### config.mk
export PLATFORM = sky130hd
export DESIGN_NAME = pomo_countdown
export DESIGN_NICKNAME = d
export VERILOG_FILES = /design/src/rtl/pomo_pkg.sv /design/src/rtl/bcd_down_digit.sv /design/src/rtl/pomo_countdown.sv
export SDC_FILE = /design/constraint.sdc
export NUM_CORES = 1
export LEC_CHECK = 0
export CORE_MARGIN = 2
export CORE_UTILIZATION = 53
export CTS_BUF_LIST = sky130_fd_sc_hd__clkbuf_8
export CTS_CLUSTER_SIZE = 28
export DETAILED_ROUTE_END_ITERATION = 7
export GPL_TIMING_DRIVEN = 0
export PLACE_DENSITY_LB_ADDON = 0.12
export REMOVE_ABC_BUFFERS = 1
export SETUP_SLACK_MARGIN = 0.3
export SLEW_MARGIN = 20
export SYNTH_ARGS = -nofsm -noshare
export SYNTH_HDL_FRONTEND = slang
export SYNTH_SLANG_ARGS = --single-unit
### constraint.sdc
create_clock -name clk -period 2.7 [get_ports clk]
set_clock_uncertainty 0.2 [all_clocks]
set_input_delay 0.405 -clock clk [delete_from_list [all_inputs] [get_ports clk]]
set_output_delay 0.405 -clock clk [all_outputs]
set_load 0.03 [all_outputs]
### src/rtl/pomo_pkg.sv
// Shared constants for the pomodoro countdown engine.
// Phase codes, FSM state encoding and a BCD helper for reload values.
package pomo_pkg;

    localparam logic [1:0] PH_WORK  = 2'd0;
    localparam logic [1:0] PH_BREAK = 2'd1;
    localparam logic [1:0] PH_LONG  = 2'd2;

    typedef enum logic [1:0] {
        ST_IDLE  = 2'd0,
        ST_RUN   = 2'd1,
        ST_PAUSE = 2'd2
    } state_t;

    // 0..99 -> two packed BCD digits
    function automatic logic [7:0] to_bcd2(input int v);
        to_bcd2 = {4'(v / 10), 4'(v % 10)};
    endfunction

endpackage

### src/rtl/bcd_down_digit.sv
// One BCD down-counting digit with parallel load and borrow out.
// Ports: clk, dec_en, load, load_val[3:0] -> digit[3:0], borrow_out.
module bcd_down_digit #(
    parameter int MAXVAL = 9
) (
    input  logic       clk,
    input  logic       dec_en,
    input  logic       load,
    input  logic [3:0] load_val,
    output logic [3:0] digit,
    output logic       borrow_out
);

    logic [3:0] q;

    // load has priority so a reload never mixes with a decrement
    always_ff @(posedge clk) begin
        if (load) begin
            q <= load_val;
        end else if (dec_en) begin
            q <= (q == 4'd0) ? 4'(MAXVAL) : q - 4'd1;
        end
    end

    assign digit      = q;
    assign borrow_out = dec_en && (q == 4'd0);

endmodule

### src/rtl/pomo_countdown.sv
// Pomodoro MM:SS BCD countdown with run/pause/clear/skip and phase sequencing.
// Ports: clk, rst (sync, active-high), start_pause, clr, skip pulses in;
//   bcd[15:0] MM:SS digits, phase[1:0], running, done_pulse, session_cnt[1:0].
// Define POMO_LONG_BREAK_EN to make every fourth break a long break.
module pomo_countdown
    import pomo_pkg::*;
#(
    parameter int TICK_DIV       = 100000000,
    parameter int WORK_MIN       = 25,
    parameter int BREAK_MIN      = 5,
    parameter int LONG_BREAK_MIN = 15
) (
    input  logic        clk,
    input  logic        rst,
    input  logic        start_pause,
    input  logic        clr,
    input  logic        skip,
    output logic [15:0] bcd,
    output logic [1:0]  phase,
    output logic        running,
    output logic        done_pulse,
    output logic [1:0]  session_cnt
);

    localparam int PW = (TICK_DIV > 2) ? $clog2(TICK_DIV) : 1;
    localparam logic [PW-1:0] LAST = PW'(TICK_DIV - 1);

    localparam logic [15:0] WORK_LD = {to_bcd2(WORK_MIN), 8'h00};
    localparam logic [15:0] BRK_LD  = {to_bcd2(BREAK_MIN), 8'h00};
    localparam logic [15:0] LONG_LD = {to_bcd2(LONG_BREAK_MIN), 8'h00};

    state_t          state;
    state_t          state_nx;
    logic [PW-1:0]   presc;
    logic            tick;
    logic            tick_eff;
    logic            zero;
    logic            expire;
    logic            dec;
    logic            adv;
    logic            long_sel;
    logic [1:0]      ph_nx;
    logic [15:0]     adv_ld;
    logic            load;
    logic [15:0]     load_val;
    logic            b0;
    logic            b1;
    logic            b2;
    logic            unused_borrow;

    // ---------------- FSM ----------------
    always_ff @(posedge clk) begin
        if (rst) begin
            state <= ST_IDLE;
        end else begin
            state <= state_nx;
        end
    end

    always_comb begin
        state_nx = state;
        if (clr) begin
            state_nx = ST_IDLE;
        end else if (start_pause) begin
            unique case (state)
                ST_IDLE:  state_nx = ST_RUN;
                ST_RUN:   state_nx = ST_PAUSE;
                ST_PAUSE: state_nx = ST_RUN;
                default:  state_nx = ST_IDLE;
            endcase
        end
    end

    always_comb begin
        running = (state == ST_RUN);
    end

    // ------------- tick / events -------------
    // Any higher-priority pulse swallows the tick; a start_pause in RUN
    // always leaves RUN, so it discards the tick too.
    assign tick     = (state == ST_RUN) && (presc == LAST);
    assign tick_eff = tick && !clr && !skip && !start_pause;
    assign zero     = (bcd == 16'h0000);
    assign expire   = tick_eff && zero;
    assign dec      = tick_eff && !zero;
    assign adv      = !clr && (skip || expire);

`ifdef POMO_LONG_BREAK_EN
    // the completion that wraps session_cnt 3 -> 0 earns the long break
    assign long_sel = (session_cnt == 2'd3);
`else
    assign long_sel = 1'b0;
`endif

    always_comb begin
        ph_nx  = PH_WORK;
        adv_ld = WORK_LD;
        if (phase == PH_WORK) begin
            if (long_sel) begin
                ph_nx  = PH_LONG;
                adv_ld = LONG_LD;
            end else begin
                ph_nx  = PH_BREAK;
                adv_ld = BRK_LD;
            end
        end
    end

    assign load     = rst || clr || adv;
    assign load_val = (rst || clr) ? WORK_LD : adv_ld;

    // ------------- phase / session / prescaler -------------
    always_ff @(posedge clk) begin
        if (rst || clr) begin
            presc       <= '0;
            phase       <= PH_WORK;
            session_cnt <= 2'd0;
            done_pulse  <= 1'b0;
        end else begin
            done_pulse <= expire;
            if (adv) begin
                phase <= ph_nx;
                presc <= '0;
                if (phase == PH_WORK) begin
                    session_cnt <= session_cnt + 2'd1;
                end
            end else if ((state == ST_RUN) && !start_pause) begin
                presc <= tick ? '0 : presc + 1'b1;
            end
        end
    end

    // ------------- digit chain -------------
    bcd_down_digit #(.MAXVAL(9)) u_s1 (
        .clk        (clk),
        .dec_en     (dec),
        .load       (load),
        .load_val   (load_val[3:0]),
        .digit      (bcd[3:0]),
        .borrow_out (b0)
    );

    bcd_down_digit #(.MAXVAL(5)) u_s10 (
        .clk        (clk),
        .dec_en     (b0),
        .load       (load),
        .load_val   (load_val[7:4]),
        .digit      (bcd[7:4]),
        .borrow_out (b1)
    );

    bcd_down_digit #(.MAXVAL(9)) u_m1 (
        .clk        (clk),
        .dec_en     (b1),
        .load       (load),
        .load_val   (load_val[11:8]),
        .digit      (bcd[11:8]),
        .borrow_out (b2)
    );

    // never borrows: decrement only happens while bcd is non-zero
    bcd_down_digit #(.MAXVAL(9)) u_m10 (
        .clk        (clk),
        .dec_en     (b2),
        .load       (load),
        .load_val   (load_val[15:12]),
        .digit      (bcd[15:12]),
        .borrow_out (unused_borrow)
    );

endmodule
* Word-level counts from Yosys, hierarchy flattened *
Index checks and enable logic that the tools add are counted.
W data, S select, Z words.

storage, ports and cells
  register bits = 50

operators by class
  add/subtract/negate cells = 6
  equal/unequal tests = 3
  multiplexer cells = 17
  reductions and logical operators = 33

operators with widths
  kind                     number
  $mux W4                  12
  $add A27 B1 Y27 const B  1
  $eq A27 B27 Y1 const B   1
  $mux W27                 1
  $logic_not A16 Y1        1
  $logic_not A4 Y1         4
  $mux W16                 1
  $sub A4 B1 Y4 const B    4
  $mux W14                 1
  $logic_and A1 B1 Y1      11
  $reduce_bool A2 Y1       4
  $reduce_or A2 Y1         3
  $logic_not A1 Y1         4
  $logic_not A2 Y1         2
  $pmux W2 S2              1
  $logic_or A1 B1 Y1       3
  $add A2 B1 Y2 const B    1
  $eq A2 B1 Y1 const B     1
  $eq A2 B2 Y1 const B     1
  $reduce_and A2 Y1        1
  $mux W1                  1

* Logic depth before layout (Yosys ltp) *
Gate-level depths: netlist (run 1).

  depth in word-level cells = 11
  mapped depth = 8

* By module *
From an unflattened synthesis (run 1), not the netlist that was laid out.

second synthesis, totals
  cells, all modules = 276
  area, all modules = 2461.1 µm²

modules (own cells, without submodules)
  module                      times used  cells an instance  area each (µm²)  seq. area each (µm²)
  pomo_countdown              1           189                1594.0           660.6
  bcd_down_digit at u_m1 ...  3           22                 217.7            120.1
  bcd_down_digit at u_s10     1           21                 214.0            120.1

* Least setup slack after synthesis (run 1) *
Ideal clock, no wire load.

  kind = flip-flop to flip-flop
  start point = reg u_s1.q[0] (netlist: u_s1.digit[0])
  end point = reg u_m10.q[0] (netlist: u_m10.digit[0]), enable pin
  library setup time = 361 ps
  data arrival time = 2534 ps
  data required time = 2139 ps
  setup slack = -396 ps
  cell stages (with the launch flop) = 7
  path buffers = 0
  period minus slack after synthesis = 3096 ps
  cell sequence = edfxtp_1 inv_1 ha_1 or3b_1 or4_4 or3_1 o21ai_0

on the way
  longest elaborated chain between the ends = 7
  elaborated cells on any way between the ends = 12

ends and longest elaborated chain
  what                              line                  RTL
  start, declared                   bcd_down_digit.sv:14  logic [3:0] q;
  start signal, assigned            bcd_down_digit.sv:19  q <= load_val;
  start signal, assigned            bcd_down_digit.sv:21  q <= (q == 4'd0) ? 4'(MAXVAL) : q - 4'd1;
  $logic_not A16 Y1                 pomo_countdown.sv:83  assign zero = (bcd == 16'h0000);
  $logic_not A1 Y1                  pomo_countdown.sv:85  assign dec = tick_eff && !zero;
  $logic_and A1 B1 Y1               pomo_countdown.sv:85
  $logic_and A1 B1 Y1 (3 in a row)  bcd_down_digit.sv:26  assign borrow_out = dec_en && (q == 4'd0);
  $reduce_bool A2 Y1 (no line) (*)  -
  end signal, assigned              bcd_down_digit.sv:19
  end signal, assigned              bcd_down_digit.sv:21
  end, declared                     bcd_down_digit.sv:14

Every way passes the cells marked *; elsewhere a longest branch is shown, timed or not.
A chain may end at the register's enable or synchronous reset.

* Final worst setup path (run 1) *
  start point = reg u_s1.q[1] (netlist: u_s1.digit[1])
  end point = reg u_m10.q[1] (netlist: u_m10.digit[1]), data pin

on the way
  longest elaborated chain between the ends = 6

ends and longest elaborated chain
  what                 line                   RTL
  $logic_not A16 Y1    pomo_countdown.sv:83
  $logic_and A1 B1 Y1  pomo_countdown.sv:84   assign expire = tick_eff && zero;
  $logic_or A1 B1 Y1   pomo_countdown.sv:86   assign adv = !clr && (skip || expire);
  $logic_and A1 B1 Y1  pomo_countdown.sv:86
  $logic_or A1 B1 Y1   pomo_countdown.sv:109  assign load = rst || clr || adv;
  $mux W4              bcd_down_digit.sv:18   if (load) begin

Every way passes these cells.

==> results of run 1 <==
==> where the power goes <==
group | switching, uW | internal (uW) | total, uW
registers | 20.8 | 778 | 799
logic | 112 | 104 | 215
clock network | 246 | 176 | 422
==> registers in the layout (all words and copies together) (netlist names) <==
signal	cells
state	2
u_s10.digit	4
u_s1.digit	4
phase	1
u_m1.digit	4
presc	27
u_m10.digit	4
done_pulse	1
session_cnt	2
==> layer usage <==
metal	vias to the layer above	GRT usage	routed length [um]
met4	0	0.0687	73
met1	1031	0.274	2530
met5	-	0	0
met3	6	0.0425	137
li1	1087	-	-
met2	44	0.377	2970
==> path summary, 6_finish.rpt <==
check                                                  from                  endpoint  slack, ns  cells after the start
worst max register to register  u_s1.digit[1]$_SDFFCE_PP0P_  u_m10.digit[1]$_DFFE_PP_      -0.17                      7
worst min-delay path                  presc[1]$_SDFFE_PP0P_     presc[1]$_SDFFE_PP0P_       0.31                      2
worst max-delay path            u_s1.digit[1]$_SDFFCE_PP0P_  u_m10.digit[1]$_DFFE_PP_      -0.17                      7
worst min register to register        presc[1]$_SDFFE_PP0P_     presc[1]$_SDFFE_PP0P_       0.31                      2
==> final cells by class <==
class                      instances  area, um2  share of cell area
tap                               54       67.6              0.0205
inverter                           9       33.8              0.0102
clock buffer                       5       68.8              0.0208
sequential                        49       1160               0.350
multi-input combinational        208       1520               0.459
clock inverter                     3       13.8             0.00417
timing repair buffer              50        445               0.135
==> Yosys cell counts (5+ instances only) <==
| library cell | count | area [um2] |
|---|---|---|
| nand3_1 | 11 | 55.1 |
| or3_1 | 7 | 43.8 |
| clkbuf_1 | 7 | 26.3 |
| xnor2_1 | 17 | 149 |
| nand2_1 | 16 | 60.1 |
| inv_1 | 9 | 33.8 |
| xor2_1 | 10 | 87.6 |
| and2_1 | 5 | 31.3 |
| dfxtp_1 | 33 | 661 |
| nor4_1 | 6 | 37.5 |
| a21oi_1 | 9 | 45.0 |
| nor2_1 | 40 | 150 |
| nor3_1 | 8 | 40.0 |
| nand4_1 | 16 | 100 |
| edfxtp_1 | 16 | 480 |
==> worst max-delay path, delay by kind of cell (launching register included) <==
| kind | cells | cell delay, ns |
|---|---|---|
| simple gates | 4 | 1.68 |
| flops | 1 | 0.43 |
| mux | 1 | 0.18 |
| fa+ha+maj | 1 | 0.13 |
| buf+inv | 1 | 0.11 |
==> timing repair <==
| action | in CTS | in global routing |
|---|---|---|
| buffers inserted | 16 | 8 |
| hold buffers | 0 | 0 |
| endpoints found under the hold margin | 0 | 0 |
| resized for setup | 30 | 17 |
| gates cloned | 1 | 0 |
| pin swaps | 8 | 13 |
| setup endpoints to repair | 59 | 43 |
==> stage by stage <==
step,area [um2],total power [uW],util,instances
after floorplan,2500,921,-,265
after global placement,2820,982,0.601,344
after detailed placement,2840,987,0.604,345
after CTS,3170,1430,0.675,370
after global routing,3300,1490,0.703,378
final,3300,1440,0.703,378
==> cell usage in the layout, fill, tap and decap left out, drive strengths merged, types with 3 or more instances in the layout <==
cell / instances
a21oi: 13
and2: 5
and3: 3
and4: 4
buf: 25
clkbuf: 5
clkdlybuf4s50: 25
dfxtp: 33
edfxtp: 16
ha: 4
inv: 10
nand2: 18
nand2b: 3
nand3: 11
nand4: 16
nor2: 44
nor3: 9
nor3b: 3
nor4: 6
nor4b: 3
o21ai: 4
o31ai: 3
or3: 7
or3b: 4
or4: 3
xnor2: 17
xor2: 10
==> kinds of logic after synthesis <==
| logic type | Yosys count | synth area share |
|---|---|---|
| and+or+nand+nor | 147 | 0.322 |
| adders and majority gates | 4 | 0.0196 |
| buffers and inverters | 18 | 0.0343 |
| other | 1 | 0.00147 |
| AOI/OAI and AO/OA | 26 | 0.0764 |
| xor gates and xnor gates | 27 | 0.0925 |
| muxes | 2 | 0.00783 |
| DFF | 49 | 0.446 |
==> metrics.md, run 1 <==
| Metric | Value |
|---|---|
| Worst path required time | `2.67 ns` |
| Unrepaired setup endpoints after global routing | `true` |
| Failing checks | `negative setup slack` |
| Starting Density | `0.545` |
| Post-Syn Area | `0.00256 mm2` |
| Crit-path slowest cell | `or4_4` |
| First drt pass iteration count | `4` |
| Avg Synthesized Cell Area | `about 9.3 um2` |
| Setup CP Type | `flop to flop` |
| Yosys warning total | `0` |
| Die area | `around 0.0054 mm2` |
| Drt drc | `0` |
| Post-Synthesis Cells | `around 270` |
| WP data arrival | `2.84 ns` |
| CP endpoint kind | `flop` |
| Antenna cell count | `0` |
| Count of cell types in the netlist | `48` |
| Slew HR | `0.662` |
| PD cells | `roughly 440 mW/mm2` |
| Total global-route track usage | `0.219` |
| # setup viols final | `22` |
| Worst Slack Setup Final | `-0.173 ns` |
| DP HPWL | `around 3700 um` |
| Worst Path Max Fanout | `6` |
| Clock buffer depth | `2` |
| Register bit total from synthesis | `between 40 and 50` |
| Die Wd | `73.4 um` |
| Area delta synth->final | `29.1%` |
| Clock sink total | `a little under 50` |
| Setup tns final | `-2.40 ns` |
| Pre-CTS WS | `-0.462 ns` |
| Largest net degree at the start of global routing | `19` |
| Total gr overflow | `0` |
| Initial DRC Count | `between 100 and 150` |
| Number of synthesized flops with an enable pin | `16` |
| Max Fclk | `between 300 and 400 MHz` |
| Crit-path max cell delay | `0.62 ns` |
| Row count | `25` |
| Routed vias | `about 2,200` |
| Port Buf Inserts | `25` |
| Total clock buffers created by CTS | `5` |
| Seq/Total Area, Yosys | `0.446` |
| Slew @ Worst Pin | `0.502 ns` |
| Ys flop type | `dfxtp_1` |
| Wire length per cell | `15.1 um` |
| Post-route clock period utilization | `1.06` |
| Fin. Hold Viols | `0` |
| Drt via density | `5.74` |
| Reg clk slew, reported paths | `0.09 ns` |
| HP Class | `flop to flop` |
| Clock Tree Root | `clkbuf_8` |
| Final wirelength | `around 5700 um` |
| Pins Over Slew Limit | `0` |
| Async SR Flop Fraction | `0` |
| First-pass GRT wire length | `slightly above 9000 um` |
| Worst-path cell chain | `inv_2 > ha_4 > or3b_4 > or4_4 > or4_4 > nand2_8 > mux2i_1` |
| Final Wtd Congestion | `approximately 0.9` |
| Core area | `between 0.004 and 0.005 mm2` |
| Antenna violations before repair | `0` |
| Leak | `0.00111 uW` |
| Peak VDD IR | `about 0.00028 V` |
| Number of global-route vias before repair | `approximately 1,900` |
| Startpoint types | `flop` |
| CTS tree | `yes` |
| Final Net Count | `around 330` |
| Status | `finished, violations left` |
| Htree depth | `2` |
| Fraction of layout cells with a size suffix above 1 | `0.256` |
| Worst-Skew Late Latency | `between 0.3 and 0.4 ns` |
| Ports | `27` |
| WHS | `roughly 0.31 ns` |
| Die Y | `between 70 and 80 um` |
| Routed Antenna Nets | `0` |
| CP dominant cell by count | `or4_4` |
| Max_cap viols | `0` |
| Final min period | `approximately 2.9 ns` |
| Fillers | `between 300 and 400` |
Power figures use the tool's default switching activity.
==> run 2: changes to the inputs <==
Clock period 2.7 ns to 2.4 ns, I/O delays scaled along.
==> run 2 against run 1 <==
Against the previous run: the flow still finishes with violations (negative setup slack); sequential share of layout area fell by 1.5 points; largest cell class unchanged; power grew 14%; routed wire length increased by 11%; sequential cell count is the same; fmax rose by 3.7%.
==> metrics.md, run 2 (synthesis gave the netlist of run 1 again) <==
| Metric | Value |
|---|---|
| Status | `finished, violations left (unchanged)` |
| Failing checks | `negative setup slack (unchanged)` |
| Routed Antenna Nets | `0 (unchanged)` |
| Unrepaired setup endpoints after global routing | `true (unchanged)` |
| Drt via density | `5.84 (was 5.74)` |
| Crit-path max cell delay | `0.57 ns (was 0.62 ns)` |
| First-pass GRT wire length | `9800 um (was 9070 um)` |
| Die Y | `73.4 um (unchanged)` |
| Max FFs per register | `27 (unchanged)` |
| DP Cell Count | `345 (unchanged)` |
| Worst Path Max Fanout | `6 (unchanged)` |
| Fillers | `349 (was 375)` |
| DP HPWL | `3700 um (unchanged)` |
| Seq. cell area | `0.00116 mm2 (about the same)` |
| Final Wtd Congestion | `0.901 (unchanged)` |
| Worst Slack Setup Final | `-0.371 ns (was -0.173 ns)` |
| Final wirelength | `6310 um (was 5700 um)` |
| First drt pass iteration count | `4 (unchanged)` |
| Area delta synth->final | `35.2% (was 29.1%)` |
| Fin. Hold Viols | `0 (unchanged)` |
| Htree depth | `2 (unchanged)` |
| CTS tree | `yes (unchanged)` |
| Leak | `0.00121 uW (was 0.00111 uW)` |
| Peak VDD IR | `0.000314 V (was 0.000280 V)` |
| Antenna cell count | `0 (unchanged)` |
| Crit-path slowest cell | `or4_4 (unchanged)` |
| Startpoint types | `flop (unchanged)` |
| Final min period | `2.77 ns (was 2.87 ns)` |
| Port Buf Inserts | `25 (unchanged)` |
| Die Wd | `73.4 um (unchanged)` |
| Wire length per cell | `16.2 um (was 15.1 um)` |
| HP Class | `flop to flop (unchanged)` |
| Post-route clock period utilization | `1.15 (was 1.06)` |
| # setup viols final | `26 (was 22)` |
| Worst path required time | `2.37 ns (was 2.67 ns)` |
| Finished Layout Cells | `390 (was 378)` |
| Die area | `0.00539 mm2 (unchanged)` |
| Max Fclk | `361 MHz (was 348 MHz)` |
| Antenna violations before repair | `0 (unchanged)` |
| Slew @ Worst Pin | `0.517 ns (was 0.502 ns)` |
| PD cells | `472 mW/mm2 (was 435 mW/mm2)` |
| CP dominant cell by count | `or4_4 (unchanged)` |
| Total chip power | `1630 uW (was 1440 uW)` |
| Pre-CTS WS | `-0.762 ns (was -0.462 ns)` |
| WP data arrival | `2.74 ns (was 2.84 ns)` |
| CP endpoint kind | `flop (unchanged)` |
| Clock Tree Root | `clkbuf_8 (unchanged)` |
| Most flops, register | `presc (unchanged)` |
| Ports | `27 (unchanged)` |
| Drt drc | `0 (unchanged)` |
| Fraction of layout cells with a size suffix above 1 | `0.292 (was 0.256)` |
| Largest net degree at the start of global routing | `15 (was 19)` |
| Final Net Count | `344 (was 332)` |
| Total global-route track usage | `0.239 (was 0.219)` |
| Routed vias | `2,279 (was 2,168)` |
| Setup CP Type | `flop to flop (unchanged)` |
| Total clock buffers created by CTS | `5 (unchanged)` |
| WHS | `0.343 ns (was 0.313 ns)` |
| Number of global-route vias before repair | `2,085 (was 1,940)` |
| Core area | `0.00469 mm2 (unchanged)` |
| Worst-Skew Late Latency | `0.31 ns (about the same)` |
| Total gr overflow | `0 (unchanged)` |
| Starting Density | `0.545 (unchanged)` |
| Initial DRC Count | `148 (was 107)` |
| Clock sink total | `49 (unchanged)` |
| Multi-input logic area | `0.00155 mm2 (was 0.00152 mm2)` |
| Pins Over Slew Limit | `0 (unchanged)` |
| Hold-fix buffers, CTS | `0 (unchanged)` |
| Row count | `25 (unchanged)` |
| Clock buffer depth | `2 (unchanged)` |
| Max_cap viols | `0 (unchanged)` |
| Reg clk slew, reported paths | `0.09 ns (about the same)` |
| Slew HR | `0.652 (was 0.662)` |
| Most common cell after layout, fill and taps aside | `nor2_1 (unchanged)` |
| Highest-count cells in the layout ignoring fill and taps | `nor2_1 (39), buf_4 (33), dfxtp_1 (24) (was nor2_1 (39), dfxtp_1 (25), clkdlybuf4s50_1 (25))` |
| Worst-path cell chain | `inv_2 > ha_4 > or3b_4 > or4_4 > or4_4 > nand2_8 > mux2i_1 (unchanged)` |
[run 2: per-stage QoR]
stage / TNS [ns] / cell area (um2) / utilization
after floorplan: -16.69 / 2500 / -
after global placement: -34.06 / 2820 / 0.601
after detailed placement: -27.81 / 2840 / 0.604
after CTS: -9.23 / 3330 / 0.710
after global routing: -9.64 / 3460 / 0.737
final: -7.65 / 3460 / 0.737
[run 2: critical path: cells and delay by family, from the launching register on]
kind / cells / cell delay (ns)
DFF: 1 / 0.42
buffers and inverters: 1 / 0.11
muxes: 1 / 0.18
and+or+nand+nor: 4 / 1.59
adders and majority gates: 1 / 0.13
[run 2: final cells by class]
| type | instances | area share |
|---|---|---|
| Inverter | 9 | 0.00978 |
| Tap cell | 54 | 0.0196 |
| Clock buffer | 5 | 0.0199 |
| Timing Repair Buffer | 62 | 0.164 |
| Sequential cell | 49 | 0.335 |
| Clock inverter | 3 | 0.00398 |
| Multi-Input combinational cell | 208 | 0.448 |
[run 2: repair_timing]
item	in CTS	in global routing
pin swaps	14	10
setup buffers	29	7
setup endpoints to repair	61	60
cloned	1	0
gates resized for setup	44	15
[run 2: metal layers]
| metal | wire (um) | track usage | vias to the layer above |
|---|---|---|---|
| met5 | 0 | 0 | - |
| met4 | 181 | 0.107 | 0 |
| met3 | 238 | 0.0521 | 21 |
| met2 | 3320 | 0.416 | 65 |
| met1 | 2570 | 0.279 | 1075 |
| li1 | - | - | 1118 |
[run 2: report_power, final]
| group | switching [uW] | total (uW) | internal, uW | leakage [uW] |
|---|---|---|---|---|
| Sequential | 23.5 | 899 | 875 | 0.000447 |
| Clock | 277 | 475 | 198 | 0.0000491 |
| Combinational | 131 | 257 | 126 | 0.000715 |
| Total | 431 | 1630 | 1200 | 0.00121 |
[run 2: path summary, 6_finish.rpt]
path | from | to | slack (ns) | cells past startpoint
max | u_s1.digit[1]$_SDFFCE_PP0P_ | u_m10.digit[1]$_DFFE_PP_ | -0.37 | 7
min | presc[24]$_SDFFE_PP0P_ | presc[24]$_SDFFE_PP0P_ | 0.34 | 2
max reg2reg | u_s1.digit[1]$_SDFFCE_PP0P_ | u_m10.digit[1]$_DFFE_PP_ | -0.37 | 7
min reg2reg | presc[24]$_SDFFE_PP0P_ | presc[24]$_SDFFE_PP0P_ | 0.34 | 2
==> run 3: changes to the inputs <==
Settings changed: CORE_UTILIZATION 53 to 25.
==> run 3 against run 2 <==
Against the previous run: cell area up 11%; hold slack gained 0.014 ns; combinational power is 9.3% higher; the flow still finishes with violations (negative setup slack); largest cell class unchanged; clock power rose by 22%.
==> metrics.md, run 3 (synthesis gave the netlist of run 1 again) <==
| Metric | Value |
|---|---|
| Reg clk slew, reported paths | `0.09 ns (about the same)` |
| Htree depth | `2 (unchanged)` |
| Largest net degree at the start of global routing | `15 (unchanged)` |
| Core area | `0.00986 mm2 (was 0.00469 mm2)` |
| Max FFs per register | `27 (unchanged)` |
| Fraction of layout cells with a size suffix above 1 | `0.358 (was 0.292)` |
| Final Wtd Congestion | `0.771 (was 0.901)` |
| CP endpoint kind | `flop (unchanged)` |
| Routed Antenna Nets | `0 (unchanged)` |
| Max_cap viols | `0 (unchanged)` |
| Worst Path Max Fanout | `4 (was 6)` |
| WP data arrival | `2.54 ns (was 2.74 ns)` |
| Worst-Skew Late Latency | `0.31 ns (about the same)` |
| Starting Density | `0.259 (was 0.545)` |
| Drt drc | `0 (unchanged)` |
| Initial DRC Count | `61 (was 148)` |
| Slew HR | `0.611 (was 0.652)` |
| Fillers | `1,001 (was 349)` |
| Port Buf Inserts | `25 (unchanged)` |
| CTS tree | `yes (unchanged)` |
| Hold-fix buffers, CTS | `0 (unchanged)` |
| Most common cell after layout, fill and taps aside | `buf_4 (was nor2_1)` |
| Final wirelength | `6480 um (was 6310 um)` |
| Total chip power | `1760 uW (was 1630 uW)` |
| Max Fclk | `366 MHz (was 361 MHz)` |
| Post-route clock period utilization | `1.14 (was 1.15)` |
| Finished Cell Area | `0.00383 mm2 (was 0.00346 mm2)` |
| Clock buffer depth | `2 (unchanged)` |
| Clock Tree Root | `clkbuf_8 (unchanged)` |
| Total clock buffers created by CTS | `5 (unchanged)` |
| First drt pass iteration count | `4 (unchanged)` |
| Unrepaired setup endpoints after global routing | `true (unchanged)` |
| Final Net Count | `347 (was 344)` |
| Most flops, register | `presc (unchanged)` |
| # setup viols final | `26 (unchanged)` |
| Die area | `0.0110 mm2 (was 0.00539 mm2)` |
| Total gr overflow | `0 (unchanged)` |
| Peak VDD IR | `0.000217 V (was 0.000314 V)` |
| Number of global-route vias before repair | `2,165 (was 2,085)` |
| Ports | `27 (unchanged)` |
| Die Y | `105 um (was 73.4 um)` |
| PD cells | `459 mW/mm2 (was 472 mW/mm2)` |
| WL met1 | `3000 um (was 2570 um)` |
| Leak | `0.00128 uW (was 0.00121 uW)` |
| DR WL met2 | `3210 um (was 3320 um)` |
| Status | `finished, violations left (unchanged)` |
| Worst Slack Setup Final | `-0.330 ns (was -0.371 ns)` |
| Setup CP Type | `flop to flop (unchanged)` |
| Cell Area, Placed | `0.00294 mm2 (was 0.00284 mm2)` |
| Worst path required time | `2.21 ns (was 2.37 ns)` |
| Total global-route track usage | `0.121 (was 0.239)` |
| DP HPWL | `4110 um (was 3700 um)` |
| Startpoint types | `flop (unchanged)` |
| Wire length per cell | `13.8 um (was 16.2 um)` |
| Failing checks | `negative setup slack (unchanged)` |
| First-pass GRT wire length | `10,700 um (was 9800 um)` |
| WL met3 | `185 um (was 238 um)` |
| Clock sink total | `49 (unchanged)` |
| Area delta synth->final | `49.7% (was 35.2%)` |
| Routed vias | `2,222 (was 2,279)` |
| Drt via density | `4.72 (was 5.84)` |
| Row count | `36 (was 25)` |
| HP Class | `flop to flop (unchanged)` |
| Antenna violations before repair | `0 (unchanged)` |
| WHS | `0.358 ns (was 0.343 ns)` |
| Setup tns final | `-6.97 ns (was -7.65 ns)` |
| Pins Over Slew Limit | `0 (unchanged)` |
| Top Metal Used | `met4 (unchanged)` |
| Antenna cell count | `0 (unchanged)` |
| Die Wd | `105 um (was 73.4 um)` |
| Fin. Hold Viols | `0 (unchanged)` |
| Highest-count cells in the layout ignoring fill and taps | `buf_4 (28), dfxtp_1 (23), nor2_4 (22) (was nor2_1 (39), buf_4 (33), dfxtp_1 (24))` |
| Final min period | `2.73 ns (was 2.77 ns)` |
| Slew @ Worst Pin | `0.577 ns (was 0.517 ns)` |
## run 3: changes by cell type in the layout (fill, tap and decap cells not counted), sizes merged
cell	previous run	this run
bufinv	0	1
dlymetal6s2s	2	3
clkinv	2	1
inv	10	9
buf	37	40
clkdlybuf4s50	21	20
## run 3: final cells by class
| cell class | count | area, um2 | share of cell area |
|---|---|---|---|
| tap | 133 | 166 | 0.0435 |
| multi-input combinational | 208 | 1670 | 0.437 |
| clock buffer | 5 | 68.8 | 0.0180 |
| sequential | 49 | 1170 | 0.305 |
| timing repair buffer | 65 | 686 | 0.179 |
| clock inverter | 2 | 35.0 | 0.00916 |
| inverter | 9 | 33.8 | 0.00883 |
## run 3: worst paths after layout
path                                              startpoint                            to  slack [ns]  depth (start not counted)
worst min-delay path             session_cnt[1]$_SDFFE_PP0P_   session_cnt[1]$_SDFFE_PP0P_        0.36                          2
worst max register to register  u_s10.digit[1]$_SDFFCE_PP0P_  u_m10.digit[3]$_SDFFCE_PP0P_       -0.33                          6
worst min register to register   session_cnt[1]$_SDFFE_PP0P_   session_cnt[1]$_SDFFE_PP0P_        0.36                          2
worst max-delay path            u_s10.digit[1]$_SDFFCE_PP0P_  u_m10.digit[3]$_SDFFCE_PP0P_       -0.33                          6
## run 3: report_power, final
part	total [uW]	switching, uW	internal [uW]	leakage (uW)
clock	581	278	303	0.0000540
combinational	281	143	139	0.000776
sequential	893	20.6	872	0.000448
total	1760	441	1310	0.00128
## run 3: stage by stage
stage                      util  worst slack [ns]  std cells
final                     0.388            -0.330        471
after global placement    0.296             -1.12        423
after global routing      0.388            -0.389        471
after floorplan               -            -0.696        265
after CTS                 0.366            -0.404        461
after detailed placement  0.298            -0.811        425
## run 3: worst max-delay path, stage by stage, from the launching register on
cell and delay (ns):
edfxtp_1 0.40, inv_1 0.07, ha_2 0.16, or3b_4 0.39
or4_4 0.53, or3_1 0.46, o21ai_4 0.22
## run 3: metal layers
metal  GRT usage  vias up
li1            -     1116
met4      0.0362        0
met2       0.204       36
met5           0        -
met1       0.156     1060
met3      0.0225       10
## run 3: what timing repair did
action	4_1_cts	5_1_grt
buffers inserted	26	10
resized for setup	73	33
cloned	3	0
endpoints found under the setup margin	62	60
pin swaps	24	23
endpoints found under the hold margin	0	0
